===== src/rtl/mesh_boot_ctrl.sv =====
// Boot sequencer and end-of-computation collector for the RedMulE tile mesh.
// Define MESH_BOOT_STAGGER_EN to stagger tile fetch-enables by STAGGER_CYC cycles.
module mesh_boot_ctrl #(
    parameter int unsigned N_TILES     = 4,
    parameter int unsigned STAGGER_CYC = 4,
    parameter int unsigned TIMEOUT_W   = 32
) (
    input  logic                   clk_i,
    input  logic                   rst_i,
    input  logic                   start_i,
    input  logic [31:0]            boot_addr_i,
    input  logic [TIMEOUT_W-1:0]   timeout_i,
    input  logic [N_TILES-1:0]     tile_eoc_i,
    input  logic [N_TILES*8-1:0]   tile_exit_code_i,
    output logic [N_TILES-1:0]     fetch_en_o,
    output logic [31:0]            boot_addr_o,
    output logic                   busy_o,
    output logic                   done_o,
    output logic [N_TILES-1:0]     eoc_mask_o,
    output logic [N_TILES*8-1:0]   exit_code_o,
    output logic                   timeout_o,
    output logic                   pass_o
);

    localparam logic [1:0] StIdle = 2'd0;
    localparam logic [1:0] StBoot = 2'd1;
    localparam logic [1:0] StRun  = 2'd2;
    localparam logic [1:0] StDone = 2'd3;

    if (STAGGER_CYC < 1) begin : g_bad_stagger
        $error("STAGGER_CYC must be at least 1");
    end

    if (N_TILES < 1 || N_TILES > 64) begin : g_bad_tiles
        $error("N_TILES must be in 1..64");
    end

    logic [1:0]             state_q, state_d;
    logic [N_TILES-1:0]     fetch_en_q, fetch_en_d;
    logic [N_TILES-1:0]     eoc_mask_q, eoc_mask_d;
    logic [N_TILES-1:0]     new_cap, mask_nxt;
    logic [31:0]            boot_addr_q, boot_addr_d;
    logic [TIMEOUT_W-1:0]   limit_q, limit_d;
    logic [TIMEOUT_W-1:0]   wd_cnt_q, wd_cnt_d;
    logic [N_TILES*8-1:0]   exit_code_q, exit_code_d, code_nxt;
    logic                   timed_out_q, timed_out_d;
    logic                   pass_q, pass_d;
    logic                   wd_expire;

`ifdef MESH_BOOT_STAGGER_EN
    localparam int unsigned StagW = (STAGGER_CYC > 1) ? $clog2(STAGGER_CYC) : 1;
    localparam logic [N_TILES-1:0] FirstEn = N_TILES'(1);
    logic [StagW-1:0] stag_q, stag_d;
`else
    localparam logic [N_TILES-1:0] FirstEn = '1;
`endif

    // Only enabled tiles that have not reported yet can be captured.
    assign new_cap   = fetch_en_q & tile_eoc_i & ~eoc_mask_q;
    assign mask_nxt  = eoc_mask_q | new_cap;
    assign wd_expire = (limit_q != '0) && (wd_cnt_q == limit_q - TIMEOUT_W'(1));

    always_comb begin
        code_nxt = exit_code_q;
        for (int k = 0; k < N_TILES; k++) begin
            if (new_cap[k]) begin
                code_nxt[8*k +: 8] = tile_exit_code_i[8*k +: 8];
            end
        end
    end

    always_comb begin
        state_d     = state_q;
        fetch_en_d  = fetch_en_q;
        boot_addr_d = boot_addr_q;
        limit_d     = limit_q;
        wd_cnt_d    = wd_cnt_q;
        eoc_mask_d  = eoc_mask_q;
        exit_code_d = exit_code_q;
        timed_out_d = timed_out_q;
        pass_d      = pass_q;
`ifdef MESH_BOOT_STAGGER_EN
        stag_d      = stag_q;
`endif
        case (state_q)
            StIdle, StDone: begin
                if (start_i) begin
                    state_d     = StBoot;
                    fetch_en_d  = FirstEn;
                    boot_addr_d = boot_addr_i;
                    limit_d     = timeout_i;
                    wd_cnt_d    = '0;
                    eoc_mask_d  = '0;
                    exit_code_d = '0;
                    timed_out_d = 1'b0;
                    pass_d      = 1'b0;
`ifdef MESH_BOOT_STAGGER_EN
                    stag_d      = '0;
`endif
                end
            end
            StBoot, StRun: begin
                eoc_mask_d  = mask_nxt;
                exit_code_d = code_nxt;
                if (limit_q != '0) begin
                    wd_cnt_d = wd_cnt_q + TIMEOUT_W'(1);
                end
                if (state_q == StBoot) begin
                    if (fetch_en_q[N_TILES-1]) begin
                        state_d = StRun;
                    end
`ifdef MESH_BOOT_STAGGER_EN
                    // Enables form a thermometer code, so the next tile is one shift away.
                    else if (stag_q == StagW'(STAGGER_CYC - 1)) begin
                        fetch_en_d = fetch_en_q | (fetch_en_q << 1);
                        stag_d     = '0;
                    end else begin
                        stag_d = stag_q + StagW'(1);
                    end
`endif
                end
                // A completing EOC takes precedence over a simultaneous watchdog expiry.
                if (state_q == StRun && (&mask_nxt)) begin
                    state_d    = StDone;
                    fetch_en_d = '0;
                    pass_d     = (code_nxt == '0);
                end else if (wd_expire && !(&mask_nxt)) begin
                    state_d     = StDone;
                    fetch_en_d  = '0;
                    timed_out_d = 1'b1;
                    pass_d      = 1'b0;
                    for (int k = 0; k < N_TILES; k++) begin
                        if (!mask_nxt[k]) begin
                            exit_code_d[8*k +: 8] = 8'hFF;
                        end
                    end
                end
            end
            default: state_d = StIdle;
        endcase
    end

    always_ff @(posedge clk_i) begin
        if (rst_i) begin
            state_q     <= StIdle;
            fetch_en_q  <= '0;
            boot_addr_q <= '0;
            limit_q     <= '0;
            wd_cnt_q    <= '0;
            eoc_mask_q  <= '0;
            exit_code_q <= '0;
            timed_out_q <= 1'b0;
            pass_q      <= 1'b0;
`ifdef MESH_BOOT_STAGGER_EN
            stag_q      <= '0;
`endif
        end else begin
            state_q     <= state_d;
            fetch_en_q  <= fetch_en_d;
            boot_addr_q <= boot_addr_d;
            limit_q     <= limit_d;
            wd_cnt_q    <= wd_cnt_d;
            eoc_mask_q  <= eoc_mask_d;
            exit_code_q <= exit_code_d;
            timed_out_q <= timed_out_d;
            pass_q      <= pass_d;
`ifdef MESH_BOOT_STAGGER_EN
            stag_q      <= stag_d;
`endif
        end
    end

    assign fetch_en_o  = fetch_en_q;
    assign boot_addr_o = boot_addr_q;
    assign busy_o      = (state_q == StBoot) || (state_q == StRun);
    assign done_o      = (state_q == StDone);
    assign eoc_mask_o  = eoc_mask_q;
    assign exit_code_o = exit_code_q;
    assign timeout_o   = timed_out_q;
    assign pass_o      = pass_q;

endmodule

===== config.mk =====
export PLATFORM = sky130hd
export DESIGN_NAME = mesh_boot_ctrl
export DESIGN_NICKNAME = d
export VERILOG_FILES = /design/src/rtl/mesh_boot_ctrl.sv
export SDC_FILE = /design/constraint.sdc
export NUM_CORES = 1
export LEC_CHECK = 0
export CAP_MARGIN = 20
export CORE_UTILIZATION = 40
export DETAILED_ROUTE_END_ITERATION = 8
export PLACE_DENSITY = 0.67
export SLEW_MARGIN = 10
export SYNTH_ARGS = -nofsm -noshare
export SYNTH_HDL_FRONTEND = slang
export SYNTH_SLANG_ARGS = --single-unit

===== constraint.sdc =====
create_clock -name clk_i -period 6.63 [get_ports clk_i]
set_input_delay 0.663 -clock clk_i [delete_from_list [all_inputs] [get_ports clk_i]]
set_output_delay 0.663 -clock clk_i [all_outputs]
set_load 0.02 [all_outputs]

# Word-level counts from Yosys, hierarchy flattened
# Cells that the tools add are included.
[totals] regBits=140 output_inout_bits=76 elab_cells=75
[op_classes] add_sub_neg=2 eq_ne=11 muxes=33 bitwise_logic=4 n_reduce_logical=16
[ops] cell="$mux W32" count=4
[ops] cell="$pmux W32 S2" count=2
[ops] cell="$mux W8" count=8
[ops] cell="$add A32 B1 Y32 const B" count=1
[ops] cell="$eq A32 B32 Y1" count=1
[ops] cell="$logic_not A32 Y1" count=1
[ops] cell="$reduce_bool A32 Y1" count=1
[ops] cell="$sub A32 B1 Y32 const B" count=1
[ops] cell="$mux W4" count=4
[ops] cell="$pmux W4 S2" count=2
[ops] cell="$mux W2" count=5
[ops] cell="$and A4 B4 Y4" count=2
[ops] cell="$ne A2 B2 Y1 const B" count=4
[ops] cell="$ne A4 B4 Y1 const B" count=2
[ops] cell="$reduce_and A2 Y1" count=3
[ops] cell="$reduce_and A3 Y1" count=2
[ops] cell="$mux W1" count=5
[ops] cell="$eq A2 B2 Y1 const B" count=2
[ops] cell="$not A4 Y4" count=1
[ops] cell="$or A4 B4 Y4" count=1
[ops] cell="$pmux W1 S2" count=2
[ops] cell="$pmux W2 S2" count=1
[ops] cell="$reduce_and A4 Y1" count=1
[ops] cell="$reduce_or A2 Y1" count=2
[ops] cell="6 further kinds" count=8

# Logic depth before layout (Yosys ltp)
# Gate-level depths: netlist (run 1).
[depth] word_depth=9 depth_mapped=11 mapped_depth_nobuf=11

# Worst setup path before layout (run 1)
# No wires, ideal clock.
[synth_timing] kind="register to register" start="register limit_q[0]" end="register fetch_en_q[2], in the netlist fetch_en_o[2]" setup_ps=115 arrival_ps=3177 required_time_ps=6515 path_slack_ps=3338 path_stages_with_launch=12 n_path_buf=0 period_less_slack_ps=3292 cell_sequence="dfxtp_1 -> inv_1 -> ha_1 -> nor4b_4 -> nand4b_4 -> or4_1 -> o31a_1 -> a311oi_2 -> nand4_1 -> nor4b_4 -> nor2_2 -> o21a_1"
[synth_via] elab_chain_len=6 word_cells_on_any_way=7
[synth_lines] element="start: declaration" line_no="43" text="logic [TIMEOUT_W-1:0] limit_q, limit_d;"
[synth_lines] element="start signal: assignment" line_no="161" text="limit_q <= limit_d;"
[synth_lines] element="$sub A32 B1 Y32" line_no="61" text="assign wd_expire = (limit_q != '0) && (wd_cnt_q == limit_q - TIMEOUT_W'(1));"
[synth_lines] element="$eq A32 B32 Y1" line_no="61"
[synth_lines] element="$logic_and A1 B1 Y1 *" line_no="61"
[synth_lines] element="$logic_and A1 B1 Y1 *" line_no="127" text="end else if (wd_expire && !(&mask_nxt)) begin"
[synth_lines] element="$ne A3 B3 Y1 (no line) *"
[synth_lines] element="$reduce_and A2 Y1 (no line) *"
[synth_lines] element="end signal: assignment" line_no="159" text="fetch_en_q <= fetch_en_d;"
[synth_lines] element="end: declaration" line_no="39" text="logic [N_TILES-1:0] fetch_en_q, fetch_en_d;"
# Mark *: on every way between the ends. The rest lies on a longest branch, timed or not.
# A chain may end at the register's enable or synchronous reset.

# Final worst setup path (run 1)
[layout_timing] start="register limit_q[0]" end="register exit_code_q[7], in the netlist exit_code_o[7]"
[layout_via] elab_chain_len=7 word_cells_on_any_way=8
[layout_lines] element="$sub A32 B1 Y32" line_no="61"
[layout_lines] element="$eq A32 B32 Y1" line_no="61"
[layout_lines] element="$logic_and A1 B1 Y1 *" line_no="61"
[layout_lines] element="$logic_and A1 B1 Y1 *" line_no="127"
[layout_lines] element="$mux W32 *" line_no="127"
[layout_lines] element="$mux W32 *" line_no="123" text="if (state_q == StRun && (&mask_nxt)) begin"
[layout_lines] element="$pmux W32 S2 *" line_no="85" text="case (state_q)"
[layout_lines] element="end signal: assignment" line_no="164" text="exit_code_q <= exit_code_d;"
[layout_lines] element="end: declaration" line_no="45" text="logic [N_TILES*8-1:0] exit_code_q, exit_code_d, code_nxt;"
# Marks and branches as above.

==> summary.md, run 1 <==
| Metric | Value |
|---|---|
| Kind of critical path | reg -> reg |
| Die height | 137 um |
| Ratio of final minimum period to clock period | 56.5% |
| Setup TNS after final layout | 0 ns |
| Share of cells above drive strength 1 | 7.64% |
| Fill cells | 1,732 |
| Max Slew Vio Count | 0 |
| Max VDD drop | about 190 uV |
| Worst-path cell chain | inv_1 -> ha_1 -> nor4b_4 -> nand4b_4 -> or4_1 -> o31a_1 -> a311oi_2 -> nand4_1 -> nor4b_4 -> nand3_4 -> o21ai_2 |
| Critical path arrival | 4.09 ns |
| Num Clock Sinks | 137 |
| Cell area after synthesis | 7300 um^2 |
| Initial DRC count | 317 |
| Endpoints failing setup | 0 |
| CP Buf/Inv Count | 1 |
| Outcome | completed |
| Critical Path RT | 6.98 ns |
| Initial Util | 40.8% |
| Post CTS Setup Buffer Count | 0 |
| Top cell type's share of synthesized area | between 30% and 40% |
| Cell repeated most along the worst path | nor4b_4 |
| Max cap viols | 0 |
| Critical Path Start Type | flip-flop |
| First-pass GRT wire length | 31.4 mm |
| Die area | 18,800 um^2 |
| Area Overhead vs Synth | 33.1% |
| Core Box Area | 17,900 um^2 |
| Vias in the first global route | 6,207 |
| Period minus WS final | 3.74 ns |
| DRC viols | 0 |
| Vias | about 6.8k |
| Largest net degree at the start of global routing | 88 |
| Dpl cells | 1,257 |
| EDFF count, synth | 0 |
| Residual overflow from global routing | 0 |
| Crit. End Element | flip-flop |
| CTS root buf | clkbuf_16 |
| CTS Hold Bufs | 0 |
| Top-count cell post-synth | nand2_1 |
| Synthesized flop and latch total | 137 |
| Worst Path Max Fanout | 8 |
| Net Count, Synth | 1,010 |
| H-tree levels | 4 |
| Leakage | 3.49 nW |
| Initial antenna violation count | 0 |
| Top post-synthesis cells by area | dfxtp_1 (38%), nand2_1 (9.8%), a21oi_1 (5.9%), mux2i_1 (4.4%), xnor2_1 (4.2%) |
| Layout Nets | ~1.2k |
| Final Non-Filler Cells | ~1.3k |
| # diodes | 0 |
| Avg WL per Cell | 15.3 um |
| Drt pass-1 iters | 5 |
| Post-DP HPWL | around 14 mm |
| Worst hold path type | reg -> reg |
| Crit path max-delay family | simple AND/OR/NAND/NOR gates |
| Num CTS Buffers | 17 |
| Fin. Hold Viols | 0 |
| Post-synth top cells | nand2_1 (190), dfxtp_1 (137), a21oi_1 (86) |
| DIE WIDTH | 137 um |
| F_max | ~0.27 GHz |
| CTS tree | built |
| Async SR Flop Fraction | 0% |
| WL final | 19.7 mm |
| Routed Antenna Nets | 0 |
| Overall Global Routing Usage | 21.4% |
| Max clock buf depth | 2 |
| Pwr dens | about 240 nW/um^2 |
| Sequential share of the synthesized area | 37.5% |
| RSZ-0062 raised after global routing | false |
| Rel. slew slack | 31.0% |
| Post-cts resize count | 0 |
| Vias/cell | 5.31 |
| Ys flop type | dfxtp_1 |
| Minimum hold slack | 0.452 ns |
| GP Congestion | around 0.85 |
| YS warnings | 0 |
| Worst path max stage delay | 0.74 ns |
| I/O pin total | roughly 180 |
| Pwr Total | between 2 and 2.5 mW |
| Number of buffers inserted by port buffering | 178 |
| Mean post-synth cell area | 8.10 um^2 |
| Final Util | 54.3% |
| Largest area contributor in the netlist | dfxtp_1 |
| Syn Inst Count | 902 |
| Slew @ Worst Pin | 1.03 ns |
| # rows | 49 |
| Worst skew pair latency | roughly 0.43 ns |
| Clk slew on worst S/H paths | roughly 0.060 ns |
| Clk_skew | roughly 0.010 ns |
| Critical Path Slowest Stage Cell | nor4b_4 |
| Yosys cell types | 71 |
## area by class of cell
class / instances / area (um^2) / area share [%]
Clock buffer: 18 / 429 / 4.41
Clock inverter: 14 / 174 / 1.79
Inverter: 8 / 30.0 / 0.309
Multi-Input combinational cell: 699 / 4240 / 43.6
Sequential cell: 137 / 2740 / 28.2
Tap cell: 229 / 287 / 2.95
Timing Repair Buffer: 184 / 1820 / 18.8
## through the flow
step | worst slack (ns) | area, um^2
floorplan | 3.34 | 7300
global placement | 2.98 | 9120
detailed placement | 2.92 | 9120
CTS | 2.87 | 9720
global route | 2.60 | 9720
finish | 2.89 | 9720
## sequential cells by signal, indices dropped and copies added (netlist names)
name         count
wd_cnt_q        32
boot_addr_o     32
limit_q         32
exit_code_o     32
eoc_mask_o       4
timeout_o        1
fetch_en_o       1
pass_o           1
state_q          2
## cell families (layout without fill, tap and decap cells)
group | count (synthesis) | after routing | share of synthesized area [%]
adders and majority gates | 5 | 5 | 0.856
AOI/OAI and AO/OA | 195 | 195 | 17.5
DFF | 137 | 137 | 37.5
and+or+nand+nor | 397 | 397 | 26.7
xor gates and xnor gates | 69 | 69 | 8.27
muxes | 33 | 33 | 4.54
buffers and inverters | 66 | 224 | 4.56
## placed cells by master, fill, tap and decap left out, types with 12 or more instances in the layout
cell	count
a21oi_1	86
o21ai_0	12
o21ai_1	16
nor3_1	20
clkbuf_16	17
nand4_1	15
nand3_1	22
mux2i_1	32
o21ai_2	13
nor4_1	22
dfxtp_1	137
xnor2_1	35
nor2_1	67
nand2_1	189
xor2_1	34
o22a_1	24
clkdlybuf4s50_1	177
## worst reg2reg max path, stage by stage (launching register included)
cell	delay, ns
dfxtp_1	0.36
inv_1	0.07
ha_1	0.28
nor4b_4	0.44
nand4b_4	0.20
or4_1	0.49
o31a_1	0.27
a311oi_2	0.24
nand4_1	0.19
nor4b_4	0.74
nand3_4	0.26
o21ai_2	0.13
## routing by layer
layer	track usage [%]	share of wire [%]
met5	0	0
met4	6.72	1.0
met3	5.00	6.1
met2	35.3	48
met1	27.4	45
## power breakdown
group          internal, mW  leakage (nW)  total (mW)  switching (mW)
Clock                 0.593         0.283       0.971           0.378
Sequential            0.861          1.11       0.907          0.0456
Combinational         0.218          2.10       0.485           0.267
## worst paths after layout
path	start	endpoint	slack, ns	depth (start not counted)
worst max-delay path	limit_q[0]	exit_code_o[7]	2.89	11
worst min-delay path	boot_addr_o[4]	boot_addr_o[4]	0.45	2
worst max register to register	limit_q[0]	exit_code_o[7]	2.89	11
worst min register to register	boot_addr_o[4]	boot_addr_o[4]	0.45	2
Note: power is estimated with default switching activity, not from simulation.
==> inputs of run 2 (changes only) <==
- clock period: 6.63 -> 3.7 ns (I/O delays scaled with it)
==> summary.md, run 2 (same netlist as run 1, synthesis figures left out) <==
| Metric | Value |
|---|---|
| Vias | a little under 7k |
| Max VDD drop | 387 uV |
| Endpoints failing setup | 0 |
| Overall Global Routing Usage | 21.6% |
| Die area | 18,800 um^2 |
| Worst skew pair latency | 0.42 ns |
| F_max | 0.297 GHz |
| Leakage | 3.54 nW |
| Share of cells above drive strength 1 | 8.13% |
| Period minus WS final | 3.36 ns |
| # rows | 49 |
| Num CTS Buffers | 17 |
| Fin. Hold Viols | 0 |
| DRC viols | 0 |
| Area Overhead vs Synth | 33.8% |
| Post-cts resize count | 0 |
| Rel. slew slack | 48.2% |
| Initial DRC count | 356 |
| Vias/cell | 5.28 |
| Clk slew on worst S/H paths | 0.05 ns |
| Critical Path RT | 4.01 ns |
| Critical Path Slowest Stage Cell | or4_1 |
| Pwr dens | 425 nW/um^2 |
| Num Clock Sinks | 137 |
| Worst path max stage delay | approximately 0.49 ns |
| GP Congestion | 0.839 |
| CTS root buf | clkbuf_16 |
| Drt pass-1 iters | 4 |
| Initial antenna violation count | 0 |
| Fill cells | 1,724 |
| Worst-path cell chain | inv_1 -> ha_1 -> nor4b_4 -> nand4b_4 -> or4_1 -> o31a_1 -> a311oi_2 -> nand4_1 -> nor4b_4 -> buf_4 -> nor2_2 -> o21a_1 |
| Multi-input logic area | about 4200 um^2 |
| Max cap viols | 0 |
| Post-DP HPWL | 14.0 mm |
| RSZ-0062 raised after global routing | false |
| Routed Antenna Nets | 0 |
| Core Box Area | 17,900 um^2 |
| I/O pin total | 179 |
| Clk_skew | 0.00864 ns |
| Die height | roughly 140 um |
| Largest net degree at the start of global routing | 67 |
| Outcome | completed |
| Post-DP Area | 9210 um^2 |
| Number of buffers inserted by port buffering | 178 |
| Max clock buf depth | 2 |
| Crit. End Element | flip-flop |
| Worst hold path type | in -> reg |
| Sequential cell area | 2740 um^2 |
| Pwr Total | 4.16 mW |
| # diodes | 0 |
| Cell repeated most along the worst path | nor4b_4 |
| Most frequent cells in the layout | nand2_1 (189), clkdlybuf4s50_1 (177), dfxtp_1 (137), a21oi_1 (86), nor2_1 (67) |
| Max Slew Vio Count | 0 |
| Post CTS Setup Buffer Count | 0 |
| DIE WIDTH | between 100 and 150 um |
| Vias in the first global route | 6,345 |
| WL final | 19.6 mm |
| Ratio of final minimum period to clock period | 90.9% |
| Minimum hold slack | around 0.44 ns |
| Kind of critical path | reg -> reg |
| CTS Hold Bufs | 0 |
| Worst Path Max Fanout | 7 |
| Critical Path Start Type | flip-flop |
| Most common cell after layout, fill and taps aside | nand2_1 |
| Initial Util | 40.8% |
| CTS tree | built |
| Residual overflow from global routing | 0 |
| Slew @ Worst Pin | 0.770 ns |
| H-tree levels | 4 |
| Layout Nets | ~1.2k |
| Avg WL per Cell | around 15 um |
| Setup TNS after final layout | 0 ns |
| First-pass GRT wire length | 31.8 mm |
| Fin area | 9770 um^2 |
| Critical path arrival | 3.68 ns |
==> run 2: area by class of cell <==
cell class                      instances  share of cell area, %
Multi-Input combinational cell        699                   43.3
Clock buffer                           24                   4.83
Inverter                                8                  0.307
Tap cell                              229                   2.93
Timing Repair Buffer                  194                   19.6
Sequential cell                       137                   28.1
Clock inverter                          8                  0.973
==> run 2: worst paths after layout <==
| kind | startpoint | end | slack, ns | cells past startpoint |
|---|---|---|---|---|
| max | limit_q[0] | fetch_en_o[2] | 0.34 | 12 |
| min | rst_i | wd_cnt_q[8] | 0.44 | 2 |
| max reg2reg | limit_q[0] | fetch_en_o[2] | 0.34 | 12 |
| min reg2reg | boot_addr_o[17] | boot_addr_o[17] | 0.45 | 2 |
==> run 2: routing by layer <==
layer	global-route usage [%]	routed length, um	vias up
li1	-	-	3463
met1	28.4	9120	3199
met2	34.3	9010	176
met3	5.41	1080	22
met4	7.08	351	0
met5	0	0	-
==> run 2: worst max-delay path: cells and delay by family, from the launching register on <==
family / cells / cell delay (ns)
simple gates: 6 / 1.63
compound gates: 3 / 0.66
flops: 1 / 0.36
buf+inv: 2 / 0.33
fa+ha+maj: 1 / 0.28
==> run 2: metrics by stage <==
step	setup slack [ns]	util [%]	std cells
floorplan	0.408	-	902
global route	0.0763	54.6	1299
global placement	0.452	51.4	1267
detailed placement	0.335	51.4	1267
CTS	0.315	54.6	1299
finish	0.335	54.6	1299
==> run 2: power by group <==
| part | internal (mW) | total, mW | switching, mW |
|---|---|---|---|
| combinational | 0.410 | 0.896 | 0.486 |
| sequential | 1.54 | 1.62 | 0.0777 |
| clock | 1.02 | 1.64 | 0.617 |
| total | 2.98 | 4.16 | 1.18 |
==> inputs of run 3 (changes only) <==
- clock period: 3.7 -> 3.65 ns (I/O delays scaled with it)
==> summary.md, run 3 (same netlist as run 1, synthesis figures left out) <==
| Metric | Value |
|---|---|
| Post-cts resize count | 0 |
| Most common cell after layout, fill and taps aside | nand2_1 |
| Max cap viols | 0 |
| # diodes | 0 |
| Post CTS Setup Buffer Count | 0 |
| First-pass GRT wire length | 31.9 mm |
| Fin. Hold Viols | 0 |
| Outcome | completed |
| Drt pass-1 iters | 5 |
| Largest net degree at the start of global routing | 76 |
| Worst skew pair latency | roughly 0.42 ns |
| Crit. End Element | flip-flop |
| Final Util | 54.7% |
| Post-Place Worst Slack | about 0.32 ns |
| Hold Crit Start | boot_addr_o[18] |
| Routed Antenna Nets | 0 |
| Worst path max stage delay | 0.50 ns |
| Post-DP Area | 9210 um^2 |
| Vias in the first global route | ~6.4k |
| DIE WIDTH | 137 um |
| Critical path arrival | around 3.6 ns |
| WHS Path Cells | 2 |
| Critical Path Start Type | flip-flop |
| F_max | 0.299 GHz |
| Vias/cell | roughly 5.3 |
| Fill cells | 1,727 |
| Reg2reg path depth | 12 |
| Die area | roughly 19,000 um^2 |
| Minimum hold slack | approximately 0.45 ns |
| Min-Delay Endpoint | boot_addr_o[18] |
| Post-DP HPWL | 14.0 mm |
| Die height | 137 um |
| Kind of critical path | reg -> reg |
| Worst r2r dst | pass_o |
| CP Launch Point | limit_q[0] |
| Fin area | 9790 um^2 |
| Worst-path cell chain | inv_1 -> ha_1 -> nor4b_4 -> nand4b_4 -> or4_1 -> o31a_1 -> a311oi_2 -> nand4_1 -> nor4b_4 -> buf_4 -> o311a_1 -> a21oi_1 |
| Dpl cells | 1,268 |
| H-tree levels | 4 |
| Core Box Area | 17,900 um^2 |
| Period minus WS final | around 3.3 ns |
| Initial DRC count | 359 |
| Final Non-Filler Cells | 1,300 |
| R2R Setup Slk | 0.30 ns |
| Crit path max-delay family | simple AND/OR/NAND/NOR gates |
| DRC viols | 0 |
| Slew @ Worst Pin | 0.856 ns |
| Critical Path RT | between 3 and 4 ns |
| Residual overflow from global routing | 0 |
| Share of cells above drive strength 1 | around 8.5% |
| Max clock buf depth | 2 |
| Max VDD drop | 346 uV |
| Layout Nets | ~1.2k |
| Clk_skew | 0.00881 ns |
| Setup TNS after final layout | 0 ns |
| Pwr dens | 427 nW/um^2 |
| Pwr Total | 4.18 mW |
| Initial Util | 40.8% |
| CTS Hold Bufs | 0 |
| GP Congestion | ~0.85 |
| Max Slew Vio Count | 0 |
| WL final | 19.6 mm |
| Area Overhead vs Synth | 34.0% |
| Overall Global Routing Usage | 21.6% |
| R2r startpoint | limit_q[0] |
| CTS tree | built |
| I/O pin total | 179 |
| RSZ-0062 raised after global routing | false |
| CTS root buf | clkbuf_16 |
| Cell repeated most along the worst path | nor4b_4 |
| Vias | ~6.9k |
| Ratio of final minimum period to clock period | 91.6% |
| Most frequent cells in the layout | nand2_1 (189), clkdlybuf4s50_1 (177), dfxtp_1 (137), a21oi_1 (86), nor2_1 (67) |
| Num CTS Buffers | 17 |
| Clk slew on worst S/H paths | 0.06 ns |
| Endpoints failing setup | 0 |
| Worst Path Max Fanout | 7 |
| Final worst-path setup slack | 0.305 ns |
| Critical Path Slowest Stage Cell | or4_1 |
| Leakage | 3.55 nW |
| Num Clock Sinks | 137 |
| CP Buf/Inv Count | 2 |
| Number of buffers inserted by port buffering | roughly 180 |
| Worst hold path type | reg -> reg |
| # rows | 49 |
| Avg WL per Cell | roughly 15 um |
| Initial antenna violation count | 0 |
| Rel. slew slack | 43.0% |
run 3: cell types whose count changed in the layout (fill, tap and decap cells not counted), sizes merged:
cell,previous run,this run
clkinvlp,2,3
buf,17,18
bufinv,2,0
clkbuf,24,27
clkinv,4,2
run 3: area by class of cell:
cell class | count | area (um^2) | area share [%]
timing repair buffer | 195 | 1920 | 19.6
sequential | 137 | 2740 | 28.0
multi-input combinational | 699 | 4240 | 43.3
clock inverter | 5 | 32.5 | 0.332
inverter | 8 | 30.0 | 0.307
clock buffer | 27 | 543 | 5.55
tap | 229 | 287 | 2.93
run 3: how the worst max path moves through the flow:
stage                    end  slack, ns  depth (start not counted)
3_3_place_gp   fetch_en_o[2]       0.40                         12
2_1_floorplan  fetch_en_o[2]       0.36                         11
3_5_place_dp   fetch_en_o[2]       0.32                         12
5_1_grt           state_q[0]       0.06                         12
4_1_cts               pass_o       0.29                         12
6_report              pass_o       0.30                         12
run 3: routing by layer:
metal  GRT usage, %  routed length (um)
met1           27.1                8840
met4           8.67                 437
met5              0                   0
met2           35.3                9130
met3           5.19                1220
run 3: where the power goes:
group          internal, mW  switching [mW]
clock network          1.01           0.622
logic                 0.416           0.491
registers              1.56          0.0783
total                  2.99            1.19
run 3: tightest hold or removal path: stages (launching register included):
cell and delay (ns):
dfxtp_1 0.30, nand2_1 0.05, a21oi_1 0.05
==> edit (flow settings as in run 3) <==
Make the reset (`rst_i`) asynchronous in one clocked block.
--- a/src/rtl/mesh_boot_ctrl.sv
+++ b/src/rtl/mesh_boot_ctrl.sv
@@ -142,3 +142,3 @@
 
-    always_ff @(posedge clk_i) begin
+    always_ff @(posedge clk_i or posedge rst_i) begin
         if (rst_i) begin
Formal check against the unedited RTL: differs if rst_i is asserted again (counterexample within 4 cycles, from zero or initial values and one cycle with rst_i high); with rst_i held inactive, the same outputs for 4 cycles.
==> edit against run 3 <==
- the flow now finishes with violations (design-rule violations)
- worst hold slack got worse by 0.82 ps
- area after synthesis rose by 3.0%
- cell area rose by 4.8%
- setup slack got worse by 45 ps
- routed wire length rose by 0.18%
- sequential cell count did not move
- critical endpoint is now exit_code_o[1]
Power is not compared: it rests on default switching activity, and its combinational part moved more than twofold at a synthesized area within 25%.
==> edit: results (changes against run 3) <==
- Status: finished, violations left (was finished, final reports clean)
- Failing checks: design-rule violations
- Fraction of layout cells with a size suffix above 1: 9.56% (was 8.50%)
- Clock Skews: 14.1 ps (was 8.81 ps)
- Fillers: 1637 (was 1727)
- Hold/Removal Path Class: primary input to async pin (was flop to flop)
- Cts bufs inserted: 17 (unchanged)
- Worst Tran Pin Value: 821 ps (was 856 ps)
- Data arrival time of the critical path: 3730 ps (was 3640 ps)
- GRT Total Usage: 21.2% (was 21.6%)
- Synth Area in Compound Gates: 12.4% (was 17.5%)
- WHS: 452 ps (about the same)
- Post-synthesis average cell area: 8.74 µm² (was 8.10 µm²)
- Number of vias per cell: 5.21 (was 5.30)
- Placed Cells: 1243 (was 1268)
- Post-layout nets: 1141 (was 1166)
- Drt first pass iters: 9 (was 5)
- Layout Cells excl Fill: 1276 (was 1300)
- Wire per inst: 15.4 µm (was 15.1 µm)
- Adder-cell share of the synthesized area: 0.832% (was 0.856%)
- CP max stage delay: 720 ps (was 500 ps)
- Number of global-route vias before repair: 6499 (was 6443)
- R2R Setup Slk: 260 ps (was 300 ps)
- Reg-to-Reg End: exit_code_o[1] (was pass_o)
- Mux cell area share after synthesis: 1.88% (was 4.54%)
- Critical Path Fanout Max: 21 (was 7)
- Detailed-placement wirelength estimate: 14300 µm (was 14000 µm)
- Post-synth top cells: 238 x nand2_1, 137 x dfrtp_1, 87 x nor2_1, 40 x xnor2_1, 37 x clkbuf_1 (was 190 x nand2_1, 137 x dfxtp_1, 86 x a21oi_1, 67 x nor2_1, 39 x clkbuf_1)
- Reg area: 3430 µm² (was 2740 µm²)
- FF-to-FF path depth: 9 (was 12)
- First-pass GRT wire length: 33000 µm (was 31900 µm)
- DRC viols: 36 (was 0)
- Initial antenna violation count: 1 (was 0)
==> edit: cell types whose count changed after synthesis, sizes merged, moves of 28 or more <==
cell	delta
a21oi	-53
dfrtp	+137
dfxtp	-137
mux2i	-28
nand2	+48
o22a	-30
==> edit: repair_timing <==
action                                  CTS  global route
buffers inserted                          0             0
endpoints found under the setup margin    0             1
resized for setup                         0             1
==> edit: routing by layer <==
metal  up-vias  share of wire (%)  GRT usage [%]
li1       3296                  -              -
met1      3101                 47           29.1
met2       234                 45           33.1
met3        19                7.6           5.56
met4         0                1.1           5.61
met5         -                  0              0
==> edit: logic make-up (layout without fill, tap and decap cells) <==
family | after synthesis | in the layout
multiplexers | 13 | 13
flip-flops | 137 | 137
other | 0 | 1
AND/OR/NAND/NOR | 451 | 451
adder cells (fa/ha/maj) | 5 | 5
AO/OA/AOI/OAI | 123 | 123
XOR/XNOR | 69 | 69
buffers and inverters | 63 | 248
==> edit: how the worst max path moves through the flow <==
stage                start  cells past startpoint  slack, ps              to
6_report       limit_q[10]                      9        260  exit_code_o[1]
4_1_cts         limit_q[0]                     11        210  exit_code_o[6]
2_1_floorplan   limit_q[0]                     11        450   fetch_en_o[2]
3_3_place_gp    limit_q[0]                     11        290  exit_code_o[1]
5_1_grt         limit_q[6]                      9         30  exit_code_o[5]
3_5_place_dp    limit_q[0]                     11        220  exit_code_o[1]
==> edit: cell type report <==
type                            count  area share (%)
Multi-Input combinational cell    661            37.1
Sequential cell                   137            33.4
Timing Repair Buffer              202            19.5
Clock buffer                       21            4.49
Tap cell                          229            2.79
Clock inverter                     11            2.12
Inverter                           14           0.549
Antenna cell                        1          0.0244
